===== src/rtl/lane_sensor_conditioner.sv =====
// Per-lane sensor conditioning for the 4-way light controller: queue counts with
// jam hysteresis, empty qualification, siren debounce and a single-owner emergency arbiter.
module lane_sensor_conditioner #(
  parameter int CNT_W      = 6,
  parameter int JAM_TH     = 20,
  parameter int JAM_CLR    = 12,
  parameter int EMPTY_HOLD = 8,
  parameter int DEB_LEN    = 3,
  parameter int EMG_HOLD   = 16
) (
  input  logic                 clk,
  input  logic                 rst,
  input  logic [3:0]           veh_in,
  input  logic [3:0]           veh_out,
  input  logic [3:0]           siren_raw,
  output logic [3:0]           emergency,
  output logic [3:0]           jam,
  output logic [3:0]           empty,
  output logic [4*CNT_W-1:0]   q_count
);

  localparam int ZW = $clog2(EMPTY_HOLD + 1);
  localparam int DW = $clog2(DEB_LEN + 1);
  localparam int HW = $clog2(EMG_HOLD + 1);

  localparam logic [CNT_W-1:0] CNT_MAX   = {CNT_W{1'b1}};
  localparam logic [CNT_W-1:0] JAM_TH_C  = CNT_W'(JAM_TH);
  localparam logic [CNT_W-1:0] JAM_CLR_C = CNT_W'(JAM_CLR);
  localparam logic [ZW-1:0]    ZR_MAX    = ZW'(EMPTY_HOLD);
  localparam logic [ZW-1:0]    ZR_LAST   = ZW'(EMPTY_HOLD - 1);
  localparam logic [DW-1:0]    DEB_MAX   = DW'(DEB_LEN);
  localparam logic [HW-1:0]    HOLD_LAST = HW'(EMG_HOLD - 1);

  localparam logic [1:0] ST_IDLE   = 2'd0;
  localparam logic [1:0] ST_ACTIVE = 2'd1;
  localparam logic [1:0] ST_HOLD   = 2'd2;

  logic [CNT_W-1:0] r_cnt [4];
  logic [ZW-1:0]    r_zr  [4];
  logic [DW-1:0]    r_run [4];
  logic [3:0]       r_jam;
  logic [3:0]       r_empty;
  logic [3:0]       r_emg;
  logic [1:0]       r_state;
  logic [1:0]       r_owner;
  logic [HW-1:0]    r_hold;
  logic [3:0]       w_sirq;
  logic [1:0]       w_low;

  // Per-lane counters: queue depth, jam hysteresis, zero-run/empty and siren run length.
  always_ff @(posedge clk) begin
    if (rst) begin
      for (int i = 0; i < 4; i++) begin
        r_cnt[i] <= '0;
        r_zr[i]  <= '0;
        r_run[i] <= '0;
      end
      r_jam   <= 4'b0000;
      r_empty <= 4'b0000;
    end else begin
      for (int i = 0; i < 4; i++) begin
        if (veh_in[i] && !veh_out[i] && (r_cnt[i] != CNT_MAX)) begin
          r_cnt[i] <= r_cnt[i] + 1'b1;
        end else if (veh_out[i] && !veh_in[i] && (r_cnt[i] != '0)) begin
          r_cnt[i] <= r_cnt[i] - 1'b1;
        end else begin
          r_cnt[i] <= r_cnt[i];
        end

        // Jam follows the count one cycle late; the band between thresholds holds.
        if (r_cnt[i] >= JAM_TH_C) begin
          r_jam[i] <= 1'b1;
        end else if (r_cnt[i] <= JAM_CLR_C) begin
          r_jam[i] <= 1'b0;
        end else begin
          r_jam[i] <= r_jam[i];
        end

        if (r_cnt[i] == '0) begin
          if (r_zr[i] != ZR_MAX) begin
            r_zr[i] <= r_zr[i] + 1'b1;
          end else begin
            r_zr[i] <= r_zr[i];
          end
          r_empty[i] <= (r_zr[i] >= ZR_LAST);
        end else begin
          r_zr[i]    <= '0;
          r_empty[i] <= 1'b0;
        end

        if (siren_raw[i]) begin
          if (r_run[i] != DEB_MAX) begin
            r_run[i] <= r_run[i] + 1'b1;
          end else begin
            r_run[i] <= r_run[i];
          end
        end else begin
          r_run[i] <= '0;
        end
      end
    end
  end

  // Qualified sirens and the lowest-index qualified lane.
  always_comb begin
    w_sirq = 4'b0000;
    for (int i = 0; i < 4; i++) begin
      w_sirq[i] = (r_run[i] == DEB_MAX);
    end
    if (w_sirq[0]) begin
      w_low = 2'd0;
    end else if (w_sirq[1]) begin
      w_low = 2'd1;
    end else if (w_sirq[2]) begin
      w_low = 2'd2;
    end else begin
      w_low = 2'd3;
    end
  end

  // Emergency arbiter: the owner keeps the grant until its siren has been gone EMG_HOLD cycles.
  always_ff @(posedge clk) begin
    if (rst) begin
      r_state <= ST_IDLE;
      r_owner <= 2'd0;
      r_hold  <= '0;
      r_emg   <= 4'b0000;
    end else begin
      case (r_state)
        ST_IDLE: begin
          if (|w_sirq) begin
            r_state <= ST_ACTIVE;
            r_owner <= w_low;
            r_emg   <= 4'b0001 << w_low;
          end else begin
            r_emg   <= 4'b0000;
          end
        end
        ST_ACTIVE: begin
          if (!w_sirq[r_owner]) begin
            r_state <= ST_HOLD;
            r_hold  <= '0;
          end else begin
            r_state <= ST_ACTIVE;
          end
        end
        ST_HOLD: begin
          if (w_sirq[r_owner]) begin
            r_state <= ST_ACTIVE;
          end else if (r_hold == HOLD_LAST) begin
            r_state <= ST_IDLE;
            r_emg   <= 4'b0000;
          end else begin
            r_hold  <= r_hold + 1'b1;
          end
        end
        default: begin
          r_state <= ST_IDLE;
          r_emg   <= 4'b0000;
        end
      endcase
    end
  end

  // Output mapping; every output is a register.
  always_comb begin
    q_count = '0;
    for (int i = 0; i < 4; i++) begin
      q_count[i*CNT_W +: CNT_W] = r_cnt[i];
    end
    emergency = r_emg;
    jam       = r_jam;
    empty     = r_empty;
  end

endmodule


===== config.mk =====
export PLATFORM = sky130hd
export DESIGN_NAME = lane_sensor_conditioner
export DESIGN_NICKNAME = d
export VERILOG_FILES = /design/src/rtl/lane_sensor_conditioner.sv
export SDC_FILE = /design/constraint.sdc
export NUM_CORES = 1
export LEC_CHECK = 0
export CAP_MARGIN = 20
export CORE_ASPECT_RATIO = 1.25
export CORE_UTILIZATION = 49
export CTS_BUF_LIST = sky130_fd_sc_hd__clkbuf_4 sky130_fd_sc_hd__clkbuf_8
export CTS_CLUSTER_SIZE = 30
export DETAILED_ROUTE_END_ITERATION = 12
export DONT_BUFFER_PORTS = 1
export PLACE_DENSITY = 0.68
export SYNTH_ARGS = -nofsm -noshare
export SYNTH_HDL_FRONTEND = slang
export SYNTH_SLANG_ARGS = --single-unit

===== constraint.sdc =====
create_clock -name clk -period 2.6 [get_ports clk]
set_input_delay 0.52 -clock clk [delete_from_list [all_inputs] [get_ports clk]]
set_output_delay 0.52 -clock clk [all_outputs]
set_load 0.005 [all_outputs]

==> results of run 1 <==
[cell usage after synthesis, drive strengths merged (2+ instances only)]
cell type  number  area share (%)
nor2           56             5.2
edfxtp         48              35
inv            34             3.1
ha             28             8.6
o21ai          28             3.4
nand2          23             2.1
dfxtp          21              10
a21oi          20             2.5
nand3          17             2.1
clkbuf         10            0.92
nor3           10             1.2
nor2b           9             1.4
and3            8             1.2
mux2i           8             2.0
nor3b           8             1.5
a211oi          7             1.3
nand2b          6            0.92
a21o            5            0.92
a31oi           5            0.77
and2            5            0.77
nand4           5            0.77
or3             5            0.77
xnor2           5             1.1
xor2            4            0.86
a21boi          3            0.55
a311o           3            0.74
buf             3            0.31
fa              3             1.5
nand3b          3            0.55
a211o           2            0.43
nand4b          2            0.43
nor4            2            0.31
o21a            2            0.37
o221a           2            0.55
o221ai          2            0.43
o31ai           2            0.37
or2             2            0.31
or3b            2            0.49
or4             2            0.37
[metal layers]
| metal | share of wire (%) | global-route usage [%] | wire length [um] |
|---|---|---|---|
| met3 | 4.1 | 4.44 | 335 |
| met5 | 0 | 0 | 0 |
| met1 | 45 | 24.0 | 3650 |
| met4 | 1.5 | 5.69 | 123 |
| met2 | 49 | 32.6 | 3990 |
[worst min-delay path by stage]
stage	to	depth (start not counted)	slack, ps	startpoint
2_1_floorplan	r_owner[1]	2	440	r_owner[1]
3_3_place_gp	r_owner[1]	2	450	r_owner[1]
4_1_cts	jam[0]	1	230	rst
6_report	jam[0]	1	250	rst
3_5_place_dp	r_owner[1]	2	460	r_owner[1]
5_1_grt	jam[1]	1	230	rst
[power groups by stage]
stage               registers [mW]  logic (mW)  clock network [mW]
floorplan                     1.39       0.370                   0
global placement              1.39       0.531                   0
detailed placement            1.39       0.543                   0
CTS                           1.37       0.547               0.901
global route                  1.39       0.633               0.947
finish                        1.37       0.559               0.885
[worst max-delay path: cells and delay by family (launching register included)]
family / cells / cell delay [ps]
compound gates: 3 / 560
fa+ha+maj: 1 / 260
buf+inv: 1 / 100
mux: 1 / 220
flops: 1 / 410
simple gates: 3 / 700
[state kept, by name (all words and copies together) (netlist names)]
| signal | count |
|---|---|
| r_run | 8 |
| jam | 4 |
| empty | 4 |
| r_cnt | 24 |
| emergency | 4 |
| r_owner | 2 |
| r_state | 2 |
| r_zr | 16 |
| r_hold | 5 |
[kinds of logic (layout without fill, tap and decap cells)]
family                   count (synthesis)  count (layout)  synth area share, %
AND/OR/NAND/NOR                        167             167                 20.8
flip-flops                              69              69                 45.6
adder cells (fa/ha/maj)                 31              31                 10.1
buffers and inverters                   47              71                 4.35
XOR/XNOR                                 9               9                 1.93
multiplexers                             9               9                 2.51
AO/OA/AOI/OAI                           91              91                 14.7
[stage by stage]
step / hold slack (ps) / setup slack (ps) / instance area (sq um) / total power [mW]
3_5_place_dp: 458 / 163 / 4310 / 1.93
6_report: 249 / 174 / 4530 / 2.81
3_3_place_gp: 446 / 222 / 4310 / 1.92
5_1_grt: 226 / -27.1 / 4530 / 2.97
4_1_cts: 228 / 113 / 4510 / 2.81
2_1_floorplan: 441 / 194 / 4080 / 1.76
[layout make-up]
class	count	share of cell area, %
clock buffer	10	3.04
clock inverter	6	1.35
inverter	34	2.82
multi-input combinational	307	45.6
sequential	69	41.1
tap	95	2.62
timing repair buffer	21	3.48
==> impl_metrics.json, run 1 <==
{
  "drt_iter0_drc": 194,
  "synth-seq-cells": 69,
  "layout_commonest_cell": "nor2_1",
  "peakVddDrop_mv": 0.380,
  "slowest_stage": "edfxtp_1",
  "synth_edf_count": 48,
  "criticalPathCategory": "reg -> reg",
  "yosysWarningCount": 0,
  "status": "finished, final reports clean",
  "place.gp.congestion": 0.801,
  "routedWlPerCell_um": 14.9,
  "grt_pass1_wl_um": 13700,
  "async_reset_ff_share_pct": 0,
  "fmax_mhz": 412,
  "antenna_found_initial": 0,
  "htreeDepth": 3,
  "p_sw_share_pct": 29.0,
  "firstDrtPassIters": 4,
  "routed_wl_um": 8100,
  "drtAntennaViolNets": 0,
  "syn_avg_cell_area_sq_um": 9.65,
  "p_sw_uw": 816,
  "maxCapViolCount": 0,
  "layout_common_cells": "nor2_1 (56), edfxtp_1 (48), inv_1 (33), ha_1 (28), o21ai_0 (27)",
  "drive_gt1_share_pct": 11.0,
  "instances_no_fill": 542,
  "fin_skew_ps": 12.1,
  "ios": 50,
  "root_buffer": "clkbuf_8",
  "crit_path_end": "r_cnt[2][5]",
  "io_buffer_count": 0,
  "grt_pass1_vias": 3011,
  "seq_area_sq_um": 1860,
  "cts_buffers": 9,
  "required_ps": 2770,
  "fill_cells": 707,
  "cp_max_fo": 4,
  "start_kind": "flop",
  "dp_cells": 526,
  "grt_usage_pct": 19.1,
  "max_stage_delay_ps": 410,
  "layout.nets": 487,
  "reg2regPathDepth": 9,
  "hp-class": "in -> reg",
  "rr_startpoint": "r_cnt[2][3]",
  "tightest_slew_ps": 678,
  "final.min_clock_period_ps": 2430,
  "die_x_um": 83.6,
  "ctsHoldBuffers": 0,
  "die_y_um": 104,
  "core_area_sq_um": 7930,
  "p_comb_share_pct": 19.9,
  "grt_start_max_net_pins": 49,
  "vias": 3167,
  "cts_buffer_depth": 2,
  "seqPwrFrac_pct": 48.7,
  "setup_violations": 0,
  "cts_tree": "done",
  "r2r_slack_ps": 170,
  "p_per_area_nw_per_um2": 621,
  "synthCells": 423,
  "antenna_cells": 0,
  "final_util_pct": 57.2,
  "syn_area_sq_um": 4080,
  "routed_via_density": 5.84,
  "p_int_mw": 2.00,
  "fp-row-count": 36,
  "r2r-end": "r_cnt[2][5]",
  "worst_skew_pair.late_latency_ps": 340,
  "slew_headroom_pct": 54.8,
  "cts.clk_slew.worst_paths_ps": 80,
  "overflow": 0,
  "path_cells": "nor2_1, and3_1, or3_1, inv_2, ha_1, a211oi_2, o21ai_0, a21oi_1, mux2i_1",
  "synth_fp_nets": 468,
  "crit_start": "r_cnt[2][3]",
  "die-area_sq_um": 8700,
  "post_cts_buffers": 0,
  "end_kind": "flop",
  "setup_tns_ps": 0,
  "synthFlopType": "edfxtp_1",
  "ctsResizeCount": 0,
  "clock_sinks": 69,
  "worstPathArrival_ps": 2600,
  "dpl.hpwl_um": 5840,
  "hold_violations": 0,
  "leakagePower_nw": 1.83,
  "drv_slew": 0,
  "drc_errors": 0,
  "start_util_pct": 51.5,
  "ys_types": 57,
  "clkPwrFrac_pct": 31.4,
  "ys_seq_area_share_pct": 45.6,
  "multi_input_area_sq_um": 2070,
  "synthToLayoutAreaGrowth_pct": 11.0,
  "fin_crit_sh_pct": 93.3
}
Note: power is estimated with default switching activity, not from simulation.
==> run 2: changes to the inputs <==
--- a/config.mk
+++ b/config.mk
@@ -13,6 +13,7 @@
 export DETAILED_ROUTE_END_ITERATION = 12
 export DONT_BUFFER_PORTS = 1
 export PLACE_DENSITY = 0.68
+export RECOVER_POWER = 50
 export SYNTH_ARGS = -nofsm -noshare
 export SYNTH_HDL_FRONTEND = slang
 export SYNTH_SLANG_ARGS = --single-unit
==> run 2 against run 1 <==
  * Power is 1.5% lower
  * Combinational power is 6.4% lower
  * Worst setup slack worse by 27 ps
  * Maximum frequency is 1.1% lower
==> impl_metrics.json, run 2 (synthesis gave the netlist of run 1 again) <==
{
  "reg2regPathDepth": 9,
  "antenna_found_initial": 0,
  "grt_pass1_vias": 3011,
  "slowest_stage": "edfxtp_1",
  "die-area_sq_um": 8700,
  "cts_buffer_depth": 2,
  "clock_sinks": 69,
  "routedWlPerCell_um": 14.9,
  "crit_path_end": "r_cnt[2][5]",
  "ios": 50,
  "hp-class": "in -> reg",
  "path_cells": "nor2_1, and3_1, or3_1, inv_2, ha_1, a211oi_2, o21ai_0, a21oi_1, mux2i_1",
  "criticalPathCategory": "reg -> reg",
  "worstPathArrival_ps": 2620,
  "cpLargestDelayFamily": "simple AND/OR/NAND/NOR gates",
  "overflow": 0,
  "final_util_pct": 56.4,
  "antenna_cells": 0,
  "grt_start_max_net_pins": 49,
  "p_per_area_nw_per_um2": 621,
  "slew_headroom_pct": 54.3,
  "layout_commonest_cell": "nor2_1",
  "largest_reg_flops": 24,
  "io_buffer_count": 0,
  "start_util_pct": 51.5,
  "r2r-end": "r_cnt[2][5]",
  "end_kind": "flop",
  "leakagePower_nw": 1.76,
  "fmax_mhz": 408,
  "die_y_um": 104,
  "htreeDepth": 3,
  "r2r_slack_ps": 150,
  "cts_buffers": 9,
  "vias": 3169,
  "reg_top3": "r_cnt: 24 flops, r_zr: 16 flops, r_run: 8 flops",
  "die_x_um": 83.6,
  "crit_start": "r_cnt[2][3]",
  "peakVddDrop_mv": 0.380,
  "top_register": "r_cnt",
  "hold_violations": 0,
  "fin_skew_ps": 11.6,
  "cts_tree": "done",
  "final.min_clock_period_ps": 2450,
  "power_mw": 2.77,
  "cts.clk_slew.worst_paths_ps": 80,
  "synthToLayoutAreaGrowth_pct": 9.47,
  "fp-row-count": 36,
  "layout_common_cells": "nor2_1 (56), edfxtp_1 (48), inv_1 (33), ha_1 (28), o21ai_0 (27)",
  "drv_slew": 0,
  "root_buffer": "clkbuf_8",
  "layout.nets": 487,
  "drc_errors": 0,
  "tightest_slew_ps": 686,
  "path_buf_inv": 1,
  "routed_wl_um": 8080,
  "max_stage_delay_ps": 410,
  "cp_max_fo": 4,
  "place.gp.congestion": 0.801,
  "ctsHoldBuffers": 0,
  "drtAntennaViolNets": 0,
  "drt_iter0_drc": 189,
  "rr_startpoint": "r_cnt[2][3]",
  "required_ps": 2760,
  "firstDrtPassIters": 4,
  "routed_via_density": 5.85,
  "drive_gt1_share_pct": 7.16,
  "fin_crit_sh_pct": 94.3,
  "maxCapViolCount": 0,
  "worst_slack_ps": 148,
  "start_kind": "flop",
  "grt_pass1_wl_um": 13700,
  "worst_skew_pair.late_latency_ps": 340,
  "dpl.hpwl_um": 5840,
  "status": "finished, final reports clean",
  "fill_cells": 719,
  "grt_usage_pct": 19.1,
  "setup_violations": 0,
  "core_area_sq_um": 7930,
  "worstSetupPathDepth": 9,
  "place_ws_ps": 163
}
run 2: changes by cell type in the layout (fill, tap and decap cells not counted), sizes merged:
cell	change
buf	-18
clkbuf	+18
run 2: how the worst min path moves through the flow:
stage,startpoint,end,slack [ps],cells past startpoint
floorplan,r_owner[1],r_owner[1],440,2
global placement,r_owner[1],r_owner[1],450,2
detailed placement,r_owner[1],r_owner[1],460,2
CTS,rst,jam[0],230,1
global route,rst,jam[1],230,1
finish,rst,jam[0],250,1
run 2: cell type report:
| class | instances | area, sq um | area share (%) |
|---|---|---|---|
| multi-input cells | 307 | 2070 | 46.3 |
| clock buffers | 10 | 138 | 3.08 |
| inverters | 34 | 128 | 2.86 |
| repair buffers | 21 | 93.8 | 2.10 |
| flip-flops and latches | 69 | 1860 | 41.7 |
| clock inverters | 6 | 61.3 | 1.37 |
| well taps | 95 | 119 | 2.66 |
run 2: metrics by stage:
stage	std cells	hold WS [ps]	setup TNS, ps	area [sq um]
2_1_floorplan	423	441	0	4080
3_3_place_gp	526	446	0	4310
3_5_place_dp	526	458	0	4310
4_1_cts	542	228	0	4510
5_1_grt	542	226	-23.3	4470
6_report	542	248	0	4470
run 2: layer usage:
| metal | track usage, % | wire, um | vias to the layer above | share of wire, % |
|---|---|---|---|---|
| li1 | - | - | 1567 | - |
| met1 | 24.0 | 3610 | 1501 | 45 |
| met2 | 32.6 | 3960 | 89 | 49 |
| met3 | 4.44 | 388 | 12 | 4.8 |
| met4 | 5.69 | 123 | 0 | 1.5 |
| met5 | 0 | 0 | - | 0 |
run 2: repair_timing:
| action | CTS | global route |
|---|---|---|
| resized for setup | 0 | 5 |
| setup endpoints to repair | 0 | 2 |
| buffers inserted | 0 | 0 |
run 2: power breakdown:
part | internal (mW) | switching (mW)
Clock | 0.466 | 0.415
Combinational | 0.214 | 0.308
Sequential | 1.28 | 0.0881
Total | 1.96 | 0.811
run 2: worst register-to-register path: stages, from the launching register on:
cell	delay [ps]
edfxtp_1	410
nor2_1	100
and3_1	210
or3_1	400
inv_2	110
ha_1	260
a211oi_2	250
o21ai_0	130
a21oi_1	180
mux2i_1	240
==> run 3: changes to the inputs <==
--- a/config.mk
+++ b/config.mk
@@ -8,7 +8,7 @@
 export CAP_MARGIN = 20
 export CORE_ASPECT_RATIO = 1.25
 export CORE_UTILIZATION = 49
-export CTS_BUF_LIST = sky130_fd_sc_hd__clkbuf_4 sky130_fd_sc_hd__clkbuf_8
+export CTS_BUF_LIST = sky130_fd_sc_hd__clkbuf_4 sky130_fd_sc_hd__clkbuf_8 sky130_fd_sc_hd__clkbuf_16
 export CTS_CLUSTER_SIZE = 30
 export DETAILED_ROUTE_END_ITERATION = 12
 export DONT_BUFFER_PORTS = 1
==> results of run 3 <==
Final layout, timing and power as in run 2 (identical DEF).
